File: config.mk
export PLATFORM = sky130hd
export DESIGN_NAME = approx_mul_inverse_div
export DESIGN_NICKNAME = d
export VERILOG_FILES = /design/src/rtl/approx_div_pkg.sv /design/src/rtl/approx_mul_inverse_div_step.sv /design/src/rtl/approx_mul_inverse_div.sv
export SDC_FILE = /design/constraint.sdc
export NUM_CORES = 1
export LEC_CHECK = 0
export ABC_AREA = 1
export BUFFER_PORTS_ARGS = -buffer_cell sky130_fd_sc_hd__buf_4
export CAP_MARGIN = 15
export CORE_MARGIN = 2
export CORE_UTILIZATION = 40
export CTS_BUF_LIST = sky130_fd_sc_hd__clkbuf_16
export DETAILED_ROUTE_END_ITERATION = 6
export PLACE_DENSITY = 0.69
export SLEW_MARGIN = 20
export SYNTH_ARGS = -nofsm -noshare
export SYNTH_HDL_FRONTEND = slang
export SYNTH_HIERARCHICAL = 1
export SYNTH_SLANG_ARGS = --single-unit
File: constraint.sdc
create_clock -name clk -period 2.5 [get_ports clk]
set_input_delay 0.5 -clock clk [delete_from_list [all_inputs] [get_ports clk]]
set_output_delay 0.5 -clock clk [all_outputs]
set_load 0.1 [all_outputs]
File: src/rtl/approx_div_pkg.sv
// Shared types and defaults for the product-width restoring divider.
// Imported by the divider FSM and its step sub-module.
package approx_div_pkg;

  localparam int DW_DEF = 16;
  localparam int VW_DEF = 8;
  localparam int CW_DEF = 5;

  typedef enum logic [1:0] {
    IDLE = 2'd0,
    CALC = 2'd1,
    DONE = 2'd2
  } state_t;

  // Every quotient bit takes this value on divide-by-zero.
  localparam logic DBZ_FILL = 1'b1;

endpackage

File: src/rtl/approx_mul_inverse_div_step.sv
// One radix-2 restoring iteration: shift in a dividend bit,
// subtract the divisor if it fits.
module div_restoring_step #(
  parameter int VW = 8
) (
  input  logic [VW:0]   partial_rem,
  input  logic          next_bit,
  input  logic [VW-1:0] divisor,
  output logic [VW:0]   new_rem,
  output logic          q_bit
);

  assign q_bit = {partial_rem, next_bit} >= {2'b00, divisor};

  // The running remainder is always below the divisor, so the
  // top bit dropped by the casts is zero.
  assign new_rem = q_bit
    ? (VW+1)'({partial_rem, next_bit} - {2'b00, divisor})
    : (VW+1)'({partial_rem, next_bit});

endmodule

File: src/rtl/approx_mul_inverse_div.sv
// Sequential unsigned restoring divider, one quotient bit per
// cycle, valid/ready on both sides.
module approx_mul_inverse_div
  import approx_div_pkg::*;
#(
  parameter int DW = DW_DEF,
  parameter int VW = VW_DEF,
  parameter int CW = CW_DEF
) (
  input  logic          clk,
  input  logic          rst_n,
  input  logic          in_valid,
  output logic          in_ready,
  input  logic [DW-1:0] dividend,
  input  logic [VW-1:0] divisor,
  output logic          out_valid,
  input  logic          out_ready,
  output logic [DW-1:0] quotient,
  output logic [VW-1:0] remainder,
  output logic          div_by_zero
);

  state_t        state;
  state_t        state_nx;
  logic [CW-1:0] cnt;
  logic [DW-1:0] sreg;
  logic [VW-1:0] dvs;
  logic [VW:0]   prem;
  logic [VW:0]   prem_nx;
  logic          q_bit;
  logic          accept;
  logic          fire;
  logic          last;

  assign accept = in_valid && in_ready;
  assign fire   = out_valid && out_ready;
  assign last   = (state == CALC) && (cnt == '0);

  div_restoring_step #(
    .VW(VW)
  ) u_step (
    .partial_rem(prem),
    .next_bit   (sreg[DW-1]),
    .divisor    (dvs),
    .new_rem    (prem_nx),
    .q_bit      (q_bit)
  );

  always_ff @(posedge clk or negedge rst_n) begin
    if (!rst_n) state <= IDLE;
    else        state <= state_nx;
  end

  always_comb begin
    state_nx = state;
    unique case (state)
      IDLE: if (accept)
        state_nx = (divisor == '0) ? DONE : CALC;
      CALC: if (cnt == '0) state_nx = DONE;
      DONE: if (fire) state_nx = IDLE;
      default: state_nx = IDLE;
    endcase
  end

  always_comb begin
    in_ready  = 1'b0;
    out_valid = 1'b0;
    unique case (1'b1)
      (state == IDLE): in_ready  = 1'b1;
      (state == DONE): out_valid = 1'b1;
      default: ;
    endcase
  end

  always_ff @(posedge clk or negedge rst_n) begin
    if (!rst_n) begin
      cnt         <= '0;
      sreg        <= '0;
      dvs         <= '0;
      prem        <= '0;
      quotient    <= '0;
      remainder   <= '0;
      div_by_zero <= 1'b0;
    end else if (accept) begin
      sreg        <= dividend;
      dvs         <= divisor;
      prem        <= '0;
      cnt         <= CW'(DW-1);
      div_by_zero <= (divisor == '0);
      if (divisor == '0) begin
        quotient  <= {DW{DBZ_FILL}};
        remainder <= dividend[VW-1:0];
      end
    end else if (state == CALC) begin
      sreg <= {sreg[DW-2:0], q_bit};
      prem <= prem_nx;
      if (last) begin
        quotient  <= {sreg[DW-2:0], q_bit};
        remainder <= prem_nx[VW-1:0];
      end else begin
        cnt <= cnt - CW'(1);
      end
    end
  end

  a_excl: assert property (
    @(posedge clk) disable iff (!rst_n)
    !(out_valid && in_ready)
  );

endmodule

==> reports/results.ini <==
[synthesis]
synth-edff-count = 0
synthCells = 462
synth_area_um2 = 3580
synth_ff_type = dfrtp_1
yosysTopAreaCellShare_pct = 45.5
synth-seq-cells = 65
seq_area_frac_synth_pct = 45.5
async_reset_ff_share_pct = 100
synth_area_leaders = dfrtp_1, nand2_1, nand3_1
synth_nets = 500
ys_types = 33
yosys_warnings = 6
syn_area_per_cell_um2 = 7.75
synth_area_leader_cell = dfrtp_1

[job]
drv_cap = 0

[route]
drt_wl_total_um = 8570
initialDrtViolationCount = 174
wl_per_cell_um = 13.7
detail-route-antenna-nets = 0
viasPerCell = 5.00
firstDrtPassIters = 5
vias = 3134
drcViolationCount = 0

[global_route]
antenna_found_initial = 0
grt_pass1_wl_um = 14500
grt-ovfl-total = 0
grt_usage_pct = 18.4
met1_usage_pct = 25.4
met2_usage_pct = 29.4
grt_pass1_vias = 2986
gr-usage-met3_pct = 3.40
grt_max_degree = 66
grt_busiest_layer = met2

[clocking]
postCtsSetupRepairBufs = 0
ctsHoldBuffers = 0
cts.sinks = 65
clkLatencyLatePin_ps = 330
clk_path_buf_depth = 2
clk_pin_slew_ps = 60
cts_tree = done
clock-root-buffer = clkbuf_16
cts_buffers = 9
ctsResizeCount = 0
cts_max_level = 3

[layout]
syn2layout_area_growth_pct = 21.3
final_nets = 552
drive_above_1_share_pct = 17.9
diodes = 0

[worst_hold_path]
hold_path.class = in -> async

[critical_path]
startpoint_type = flop
cp_slowest_cell = fa_1
crit_arrival_ps = 2520
cp_cell_sequence = inv_1 > ha_1 > inv_1 > fa_1 > nand3_1 > nand3_1 > nand2_2 > nand2_4 > nor2_8 > nand3_1 > nand2_1 > inv_1 > o21ai_0 > nand2_1 > nand2_1
critPathMaxStageDelay_ps = 420
cp_num_buf_inv = 3
cp_top_family = simple AND/OR/NAND/NOR gates
path_class = reg -> reg
cp.required_ps = 2760
crit_fanout = 9
endpoint_kind = flop

[sta]
fin_crit_ps = 2260
tightest_slew_ps = 821
relSlewSlack_pct = 45.2
finalMaxSlewViolations = 0
hold_violations = 0
fmax_mhz = 443
rsz0062_at_grt = no
fin_setup_tns_ps = 0
skew_ps = 5.58
fin_crit_sh_pct = 90.4
timing.hold.ws_ps = 260
finalSetupViolations = 0

[die]
io_pins = 55
rows = 34
die-area_um2 = 9720
core_um2 = 8680
initial_core_util_pct = 41.2
die_x_um = 98.6
die_y_um = 98.6

[placement]
hpwl_um = 6010
routabilityCongestion = 0.851
port_buffers = 54

[status]
status = finished clean

worst register-to-register path, stage by stage (launching register included):
cell and delay (ps):
dfrtp_1 390, inv_1 60, ha_1 130, inv_1 60, fa_1 420, nand3_1 110
nand3_1 110, nand2_2 150, nand2_4 90, nor2_8 150, nand3_1 100, nand2_1 100
inv_1 50, o21ai_0 150, nand2_1 80, nand2_1 70
final timing paths:
| path | from | end | slack, ps | cells after the start |
|---|---|---|---|---|
| hold / removal | rst_n | quotient[10] | 260 | 1 |
| setup reg to reg | sreg[15] | remainder[7] | 240 | 15 |
| hold reg to reg | dvs[1] | dvs[1] | 480 | 2 |
| setup / recovery | sreg[15] | remainder[7] | 240 | 15 |
| min in group clk | divisor[5] | dvs[5] | 380 | 3 |
| max in group asynchronous | rst_n | sreg[15] | 1690 | 1 |
logic make-up after synthesis:
| family | synth area share (%) |
|---|---|
| flops | 45.5 |
| fa+ha+maj | 3.71 |
| compound gates | 8.57 |
| buf+inv | 8.88 |
| simple gates | 32.7 |
| xor+xnor | 0.734 |
registers in the layout, indices dropped and copies added, names as in the netlist:
name / flops
div_by_zero: 1
sreg: 16
prem: 9
dvs: 8
state: 2
cnt: 5
remainder: 8
quotient: 16
metal layers:
metal	vias up	wire (um)
met1	1474	4110
met4	0	127
met2	88	3980
met5	-	0
met3	12	358
li1	1560	-
synth_stat cells (2+ instances only):
cell and number:
nand4_1 2, nor2_1 13, inv_2 2, nand3_1 44, o21ai_0 25, nand2_4 5
o211ai_1 9, xor2_1 3, dfrtp_1 65, nand2_2 4, o21ai_1 3, nand2_1 180
ha_1 9, a21oi_1 6, nor2_4 3, buf_6 2, or2_2 2, buf_2 10
inv_1 57, o22ai_1 5
through the flow:
step	util [%]	area [um^2]	setup WS, ps	std cells
after floorplan	-	3580	245	462
after global placement	46.6	4050	370	611
after detailed placement	46.6	4050	314	611
after CTS	50.0	4340	272	627
after global routing	50.0	4340	43.0	627
final	50.0	4340	240	627
placed cells by master (no fill, tap or decap):
master,instances
inv_6,3
nand4_1,2
xor2_1,3
fa_1,1
ha_1,9
buf_4,56
bufinv_16,1
a21oi_1,6
clkinv_2,1
clkbuf_16,9
nor2_4,3
a21oi_4,1
o211ai_1,9
inv_2,2
nand2_2,4
nand4_4,1
a31oi_4,1
nand3_2,1
o22ai_1,5
o21ai_1,3
clkinv_4,1
inv_1,57
clkinv_1,2
nand3_1,44
o21ai_0,25
nor2_8,1
nand3b_1,1
or2_2,2
nand2_1,180
nor2_1,13
nand2_8,1
dfrtp_1,65
nand2_4,5
nor3_1,1
area by class of cell:
| class | instances | area (um^2) |
|---|---|---|
| Tap cell | 108 | 135 |
| Clock inverter | 7 | 68.8 |
| Sequential cell | 65 | 1630 |
| Timing Repair Buffer | 56 | 420 |
| Fill cell | 868 | 4340 |
| Multi-Input combinational cell | 322 | 1630 |
| Clock buffer | 9 | 225 |
| Inverter | 60 | 230 |
Power is left out: the tool's default activity adds up to more than one toggle a clock period on the data nets, which glitch-free logic cannot reach.
